==> src/rtl/sd_data_xfer_seq.sv <==
// sd_data_xfer_seq: multi-block transfer sequencer that drives the SD data
// serial host start[1:0] handshake, running one single-block host cycle per
// block and accumulating block progress and sticky error status.
// Optional feature macro: SD_XFER_WATCHDOG_EN adds a per-block RUN watchdog.
module sd_data_xfer_seq #(
  parameter int BLKCNT_W = 16,
  parameter int WDOG_W   = 24
) (
  input  logic                sd_clk,
  input  logic                rst,
  input  logic                xfer_rd_i,
  input  logic                xfer_wr_i,
  input  logic                xfer_abort_i,
  input  logic [BLKCNT_W-1:0] blkcnt_i,
  input  logic [31:0]         timeout_i,
  output logic [1:0]          host_start_o,
  input  logic                host_busy_i,
  input  logic                host_finish_i,
  input  logic                host_crc_ok_i,
  input  logic [31:0]         host_wait_i,
  output logic                xfer_busy_o,
  output logic                xfer_done_o,
  output logic [BLKCNT_W-1:0] blk_done_o,
  output logic                err_crc_o,
  output logic                err_timeout_o,
  output logic                err_abort_o
);

  if (WDOG_W < 2) begin : g_bad_wdog
    $error("WDOG_W must be at least 2");
  end

  typedef enum logic [2:0] {
    S_IDLE, S_RUN, S_CHECK, S_DRAIN, S_ABORT, S_DONE
  } state_t;

  localparam logic [1:0] START_IDLE  = 2'b00;
  localparam logic [1:0] START_WRITE = 2'b01;
  localparam logic [1:0] START_READ  = 2'b10;
  localparam logic [1:0] START_ABORT = 2'b11;

  state_t                state_q;
  logic                  dir_rd_q;
  logic [BLKCNT_W-1:0]   cnt_q;
  logic [BLKCNT_W-1:0]   blk_done_q;
  logic [BLKCNT_W-1:0]   blk_done_d;
  logic [1:0]            start_q;
  logic                  busy_q;
  logic                  done_q;
  logic                  err_crc_q;
  logic                  err_to_q;
  logic                  err_abort_q;
  logic                  err_any;
`ifdef SD_XFER_WATCHDOG_EN
  logic [WDOG_W-1:0]     wdog_q;
`endif

  // Saturating block-progress increment and combined sticky error view.
  always_comb begin
    blk_done_d = blk_done_q;
    if (blk_done_q != '1) begin
      blk_done_d = blk_done_q + 1'b1;
    end
    err_any = err_crc_q | err_to_q | err_abort_q;
  end

  // Transfer sequencer FSM with registered host handshake and status.
  always_ff @(posedge sd_clk or posedge rst) begin
    if (rst) begin
      state_q     <= S_IDLE;
      dir_rd_q    <= 1'b0;
      cnt_q       <= '0;
      blk_done_q  <= '0;
      start_q     <= START_IDLE;
      busy_q      <= 1'b0;
      done_q      <= 1'b0;
      err_crc_q   <= 1'b0;
      err_to_q    <= 1'b0;
      err_abort_q <= 1'b0;
`ifdef SD_XFER_WATCHDOG_EN
      wdog_q      <= '0;
`endif
    end else begin
      done_q <= 1'b0;
      unique case (state_q)
        S_IDLE: begin
          if (xfer_wr_i || xfer_rd_i) begin
            blk_done_q  <= '0;
            err_crc_q   <= 1'b0;
            err_to_q    <= 1'b0;
            err_abort_q <= 1'b0;
            dir_rd_q    <= ~xfer_wr_i;
            cnt_q       <= blkcnt_i;
            if (blkcnt_i == '0) begin
              done_q <= 1'b1;
            end else begin
              state_q <= S_RUN;
              busy_q  <= 1'b1;
              start_q <= xfer_wr_i ? START_WRITE : START_READ;
`ifdef SD_XFER_WATCHDOG_EN
              wdog_q  <= '0;
`endif
            end
          end
        end
        S_RUN: begin
          if (xfer_abort_i) begin
            state_q     <= S_ABORT;
            start_q     <= START_ABORT;
            err_abort_q <= 1'b1;
          end else if (host_finish_i) begin
            state_q <= S_CHECK;
            start_q <= START_IDLE;
          end
`ifdef SD_XFER_WATCHDOG_EN
          else if (&wdog_q) begin
            state_q     <= S_ABORT;
            start_q     <= START_ABORT;
            err_abort_q <= 1'b1;
            err_to_q    <= 1'b1;
          end else begin
            wdog_q <= wdog_q + 1'b1;
          end
`endif
        end
        S_CHECK: begin
          if (xfer_abort_i) begin
            state_q     <= S_ABORT;
            start_q     <= START_ABORT;
            err_abort_q <= 1'b1;
          end else begin
            state_q <= S_DRAIN;
            if (dir_rd_q && !host_crc_ok_i) begin
              if (host_wait_i >= timeout_i) begin
                err_to_q <= 1'b1;
              end else begin
                err_crc_q <= 1'b1;
              end
            end else begin
              blk_done_q <= blk_done_d;
            end
          end
        end
        S_DRAIN: begin
          if (xfer_abort_i) begin
            state_q     <= S_ABORT;
            start_q     <= START_ABORT;
            err_abort_q <= 1'b1;
          end else if (!host_finish_i && !host_busy_i) begin
            if (err_any || (blk_done_q == cnt_q)) begin
              state_q <= S_DONE;
              done_q  <= 1'b1;
            end else begin
              state_q <= S_RUN;
              start_q <= dir_rd_q ? START_READ : START_WRITE;
`ifdef SD_XFER_WATCHDOG_EN
              wdog_q  <= '0;
`endif
            end
          end
        end
        S_ABORT: begin
          state_q <= S_DRAIN;
          start_q <= START_IDLE;
        end
        S_DONE: begin
          state_q <= S_IDLE;
          busy_q  <= 1'b0;
        end
        default: begin
          state_q <= S_IDLE;
          start_q <= START_IDLE;
          busy_q  <= 1'b0;
        end
      endcase
    end
  end

  assign host_start_o  = start_q;
  assign xfer_busy_o   = busy_q;
  assign xfer_done_o   = done_q;
  assign blk_done_o    = blk_done_q;
  assign err_crc_o     = err_crc_q;
  assign err_timeout_o = err_to_q;
  assign err_abort_o   = err_abort_q;

endmodule
==> config.mk <==
export PLATFORM = sky130hd
export DESIGN_NAME = sd_data_xfer_seq
export DESIGN_NICKNAME = d
export VERILOG_FILES = /design/src/rtl/sd_data_xfer_seq.sv
export SDC_FILE = /design/constraint.sdc
export NUM_CORES = 1
export LEC_CHECK = 0
export ABC_AREA = 1
export CAP_MARGIN = 30
export CORE_UTILIZATION = 39
export CTS_CLUSTER_SIZE = 20
export DETAILED_ROUTE_END_ITERATION = 16
export PLACE_DENSITY_LB_ADDON = 0.1
export SLEW_MARGIN = 5
export SYNTH_ARGS = -nofsm -noshare
export SYNTH_HDL_FRONTEND = slang
export SYNTH_SLANG_ARGS = --single-unit
==> constraint.sdc <==
create_clock -name sd_clk -period 2.25 [get_ports sd_clk]
set_clock_uncertainty 0.15 [all_clocks]
set_input_delay 0.45 -clock sd_clk [delete_from_list [all_inputs] [get_ports sd_clk]]
set_output_delay 0.45 -clock sd_clk [all_outputs]
set_load 0.01 [all_outputs]
Word-level counts from Yosys, hierarchy flattened
Index checks and enable logic that the tools add are counted.
{ "totals": {"ff_bits": 43, "in_bits": 88, "output_inout_bits": 23, "elab_cells": 103} }
{ "classes": {"addsub": 1, "magnitude_cmp": 1, "n_eq_ne": 20, "n_mux": 45, "bitwise_logic": 5, "n_reduce_logical": 21} }
{ "op_table": {"columns": ["op", "n"], "rows": [
  ["16-bit 2-to-1 mux", 4],
  ["32-bit greater-or-equal comparator", 1],
  ["16-bit case mux with 2 select lines", 1],
  ["3-bit 2-to-1 mux", 8],
  ["2-bit 2-to-1 mux", 10],
  ["2-bit inequality test (second input constant)", 9],
  ["16-bit by 1-bit adder with 16-bit output (second input constant)", 1],
  ["16-bit equality test", 1],
  ["16-bit logical NOT", 1],
  ["16-bit inequality test (second input constant)", 1],
  ["1-bit 2-to-1 mux", 15],
  ["3-bit case mux with 5 select lines", 1],
  ["5-bit AND reduction", 3],
  ["1-bit case mux with 2 select lines", 5],
  ["2-bit case mux with 5 select lines", 1],
  ["3-bit inequality test (second input constant)", 3],
  ["7-bit AND reduction", 1],
  ["3-bit by 2-bit equality test with 1-bit output (second input constant)", 2],
  ["3-bit equality test (second input constant)", 2],
  ["3-bit AND reduction", 2],
  ["4-bit AND reduction", 1],
  ["2-bit nonzero test", 2],
  ["4-bit OR reduction", 1],
  ["3-bit by 1-bit equality test with 1-bit output (second input constant)", 1],
  ["9 further kinds", 16]
]} }

Depth between registers and ports, before layout
{ "depth": {"ltp_word": 7, "mapped_depth": 15, "depth_no_buf": 15} }

Least setup slack after synthesis
No wires, ideal clock.
{ "synth_path": {"path_kind": "flip-flop to flip-flop", "from": "reg blk_done_q[0] (netlist: blk_done_o[0])", "to": "reg blk_done_q[4] (netlist: blk_done_o[4])", "setup_time_ns": 0.119, "arrival_time_ns": 1.618, "required_ns": 1.981, "slack_ns": 0.363, "stages_incl_launch_ff": 10, "n_path_buf": 1, "synth_period_minus_slack_ns": 1.887, "cell_sequence": "dfrtp_1 -> ha_1 -> nand3_1 -> nor2_2 -> nand3_2 -> o21ai_4 -> nand2_4 -> buf_6 -> a21oi_1 -> nor2_1"} }
{ "synth_between": {"elab_chain_len": 5, "word_cells_on_any_way": 8} }
{ "synth_lines": {"columns": ["item", "line", "rtl"], "rows": [
  ["start: declaration", "45", "logic [BLKCNT_W-1:0] blk_done_q;"],
  ["start signal: assignment", "140", "blk_done_q <= blk_done_d;"],
  ["16-bit by 1-bit adder with 16-bit output", "62", "blk_done_d = blk_done_q + 1'b1;"],
  ["16-bit 2-to-1 mux", "61", "if (blk_done_q != '1) begin"],
  ["16-bit 2-to-1 mux", "133", "if (dir_rd_q && !host_crc_ok_i) begin"],
  ["16-bit 2-to-1 mux", "127", "if (xfer_abort_i) begin"],
  ["16-bit case mux with 2 select lines", "85", "unique case (state_q)"]
]} }
Parallel ways exist; a longest one is shown, timed or not. The select of a mux whose other input is x is not followed.
A chain may end at the register's enable or synchronous reset.

Worst setup path in the final report
{ "layout_path": {"from": "in timeout_i[15]", "to": "reg err_to_q (netlist: err_timeout_o)"} }
{ "layout_between": {"elab_chain_len": 3} }
{ "layout_lines": {"columns": ["item", "line", "rtl"], "rows": [
  ["start: declaration", "15", "input logic [31:0] timeout_i,"],
  ["32-bit greater-or-equal comparator", "134", "if (host_wait_i >= timeout_i) begin"],
  ["2-bit inequality test (no source line)", null, null],
  ["5-bit AND reduction (no source line)", null, null],
  ["end signal: assignment", "78", "err_to_q <= 1'b0;"],
  ["end signal: assignment", "90", "err_to_q <= 1'b0;"],
  ["end signal: assignment", "135", "err_to_q <= 1'b1;"],
  ["end: declaration", "51", "logic err_to_q;"]
]} }
No other way between the ends.

==> impl_metrics.toml <==
[timing]
hold_viol = 0
slew_violations = 0
fin_crit_sh_pct = 89.5
whs_ns = 0.341
tightest_slew_ns = 0.552
relSlewSlack_pct = 63.2
min_period_ns = 2.01
rsz0062_at_grt = "no"
finalSetupViolCount = 0
fmax_ghz = 0.497

[critical_path]
cp-start-kind = "primary input"
r2r_start = "blk_done_o[1]"
reg2reg_depth = 9
cp_max_fo = 2
timing_worst_setup_path_type = "in2reg"
worstReg2RegEnd = "blk_done_o[11]"
cp-startpoint = "timeout_i[15]"
crit_required_ns = 2.33
cp-end-kind = "flip-flop"
reg2reg_slack_ns = 0.28
cp.arrival_ns = 2.09

[yosys]
synth_edf_count = 0
synthCells = 493
ys_seq_elements = 43
synth_xor_area_share_pct = 4.14
synth_top_area_share_pct = 31.8
synth_commonest_cells = "134 x nand2_1, 81 x inv_1, 53 x nor2_1, 43 x dfrtp_1, 33 x ha_1"
syn_area_mm2 = 0.00339
async_flop_share_pct = 100
syn_nets = 614
ys_types = 30
synthAdderAreaFrac_pct = 12.2
yosysMostFrequentCell = "nand2_1"
syn_area_per_cell_um2 = 6.87
yosys.area_share.simple_pct = 29.8
yosysTopAreaCell = "dfrtp_1"
synth_top_family_by_area = "simple AND/OR/NAND/NOR gates"
yosys-top-cells-area = "dfrtp_1 32%, nand2_1 15%, ha_1 12%, inv_1 9.0%, nor2_1 5.9%"
synth_compound_area_share_pct = 10.3
yosys_most_used_dff = "dfrtp_1"
ys_warn_count = 0
synth_mux_area_share_pct = 0
ys_seq_area_share_pct = 31.8

[grt]
grt_usage_pct = 20.2
antenna_found_initial = 0
grt_overflow_total = 0
grt_max_degree = 44
grt_pass1_wl_mm = 14.3
first_global_vias = 3255

[clock_network]
numCtsBuffers = 5
cts_resized = 0
clock_latency_ns = 0.30
clockBufferDepth = 2
cts_sinks = 43
cts_tree = "built"
clock-root-buffer = "clkbuf_8"
htree_levels = 2
clkTransAtPathRegs_ns = 0.09
hold_buffers = 0
postCtsSetupRepairBufs = 0

[routing]
wirelength_mm = 8.55
vias = 3427
vias_per_cell = 4.77
antenna_left = 0
drcViolationCount = 0
firstDrtPassIters = 4
drt_iter0_drc = 141
wl_per_cell_um = 11.9

[die]
start_util_pct = 40.8
dieWidth_um = 95.2
die-area_mm2 = 0.00906
ios = 111
die_h_um = 95.2
coreArea_mm2 = 0.00830
fp-row-count = 33

[finish]
drive_gt1_share_pct = 6.19
syn_to_final_growth_pct = 40.7
n_antenna_cell = 0
nNetsFinal = 734

[worst_hold_path]
hold_end = "host_start_o[0]"
min_delay_path_depth = 2
min_from = "host_start_o[0]"
worstHoldPathType = "reg2reg"

[placement]
placement.io_buffers = 110
dp_hpwl_mm = 7.08
place_congestion = 0.904

[pwr]
finalPower_mw = 3.57
powerDensity_mw_per_mm2 = 750
leakage_nw = 2.41
irDropWorstVdd_uv = 585

[status]
outcome = "finished, final reports clean"

[flow_run]
cap_violations = 0
-- critical path, cell delays in order --
cell	delay, ns
clkdlybuf4s50_1	0.45
inv_1	0.04
ha_1	0.28
nand2_1	0.07
nor2_1	0.14
nand2_1	0.09
nor2_1	0.10
nor2_1	0.05
nand2_1	0.10
nand2_1	0.07
nand2_1	0.06
nand2_1	0.05
a21oi_1	0.14
-- metrics by stage --
| step | util (%) | TNS [ns] | area, µm² | std cells | setup WS (ns) |
|---|---|---|---|---|---|
| 4_1_cts | 57.4 | 0 | 4760 | 719 | 0.227 |
| 3_3_place_gp | 56.0 | -0.0392 | 4650 | 711 | -0.0392 |
| 5_1_grt | 57.4 | 0 | 4760 | 719 | 0.0382 |
| 3_5_place_dp | 56.0 | -0.121 | 4650 | 711 | -0.103 |
| 2_1_floorplan | - | 0 | 3390 | 493 | 0.363 |
| 6_report | 57.4 | 0 | 4760 | 719 | 0.237 |
-- where the power goes --
group | leakage (nW) | total [mW] | internal, mW | switching [mW]
clock network | 0.0612 | 0.630 | 0.359 | 0.270
logic | 1.79 | 1.72 | 0.777 | 0.945
registers | 0.552 | 1.22 | 1.03 | 0.193
-- layer usage --
| layer | vias up | global-route usage, % | wire [µm] |
|---|---|---|---|
| met5 | - | 0 | 0 |
| met4 | 0 | 3.16 | 46 |
| met3 | 5 | 3.91 | 545 |
| met2 | 85 | 35.6 | 4190 |
| met1 | 1541 | 25.8 | 3770 |
| li1 | 1796 | - | - |
-- layout make-up --
type / count / area, µm²
fill: 807 / 3530
clock buffer: 6 / 82.6
timing repair buffer: 122 / 1190
clock inverter: 2 / 35.0
tap: 105 / 131
sequential: 43 / 1080
multi-input combinational: 351 / 1910
inverter: 90 / 338
-- flip-flops by register name, summed over array words and instances, names as in the netlist, 2 cells and up --
| register | flops |
|---|---|
| cnt_q | 16 |
| host_start_o | 2 |
| state_q | 3 |
| blk_done_o | 16 |
-- cells in the final DEF, fill, tap and decap left out, drive strengths merged --
cell,count
inv,89
xor2,12
nor3,11
nand4,9
clkdlybuf4s50,110
o22ai,1
nand3,26
o21a,3
clkinv,2
a21oi,25
ha,33
a21o,1
xnor2,4
nand3b,1
buf,12
nor2,57
dfrtp,43
nand2,135
bufinv,1
clkbuf,6
o21ai,31
o2111ai,2
-- how the worst max path moves through the flow --
stage | endpoint | cells after the start
6_report | err_timeout_o | 13
4_1_cts | err_timeout_o | 13
2_1_floorplan | blk_done_o[4] | 9
3_3_place_gp | err_timeout_o | 13
3_5_place_dp | err_timeout_o | 13
5_1_grt | err_timeout_o | 13
-- kinds of logic (layout without fill, tap and decap cells) --
logic type      count (synthesis)  after routing
fa+ha+maj                      33             33
simple gates                  239            239
buf+inv                        99            220
flops                          43             43
compound gates                 63             63
xor+xnor                       16             16
Power figures use the tool's default switching activity.
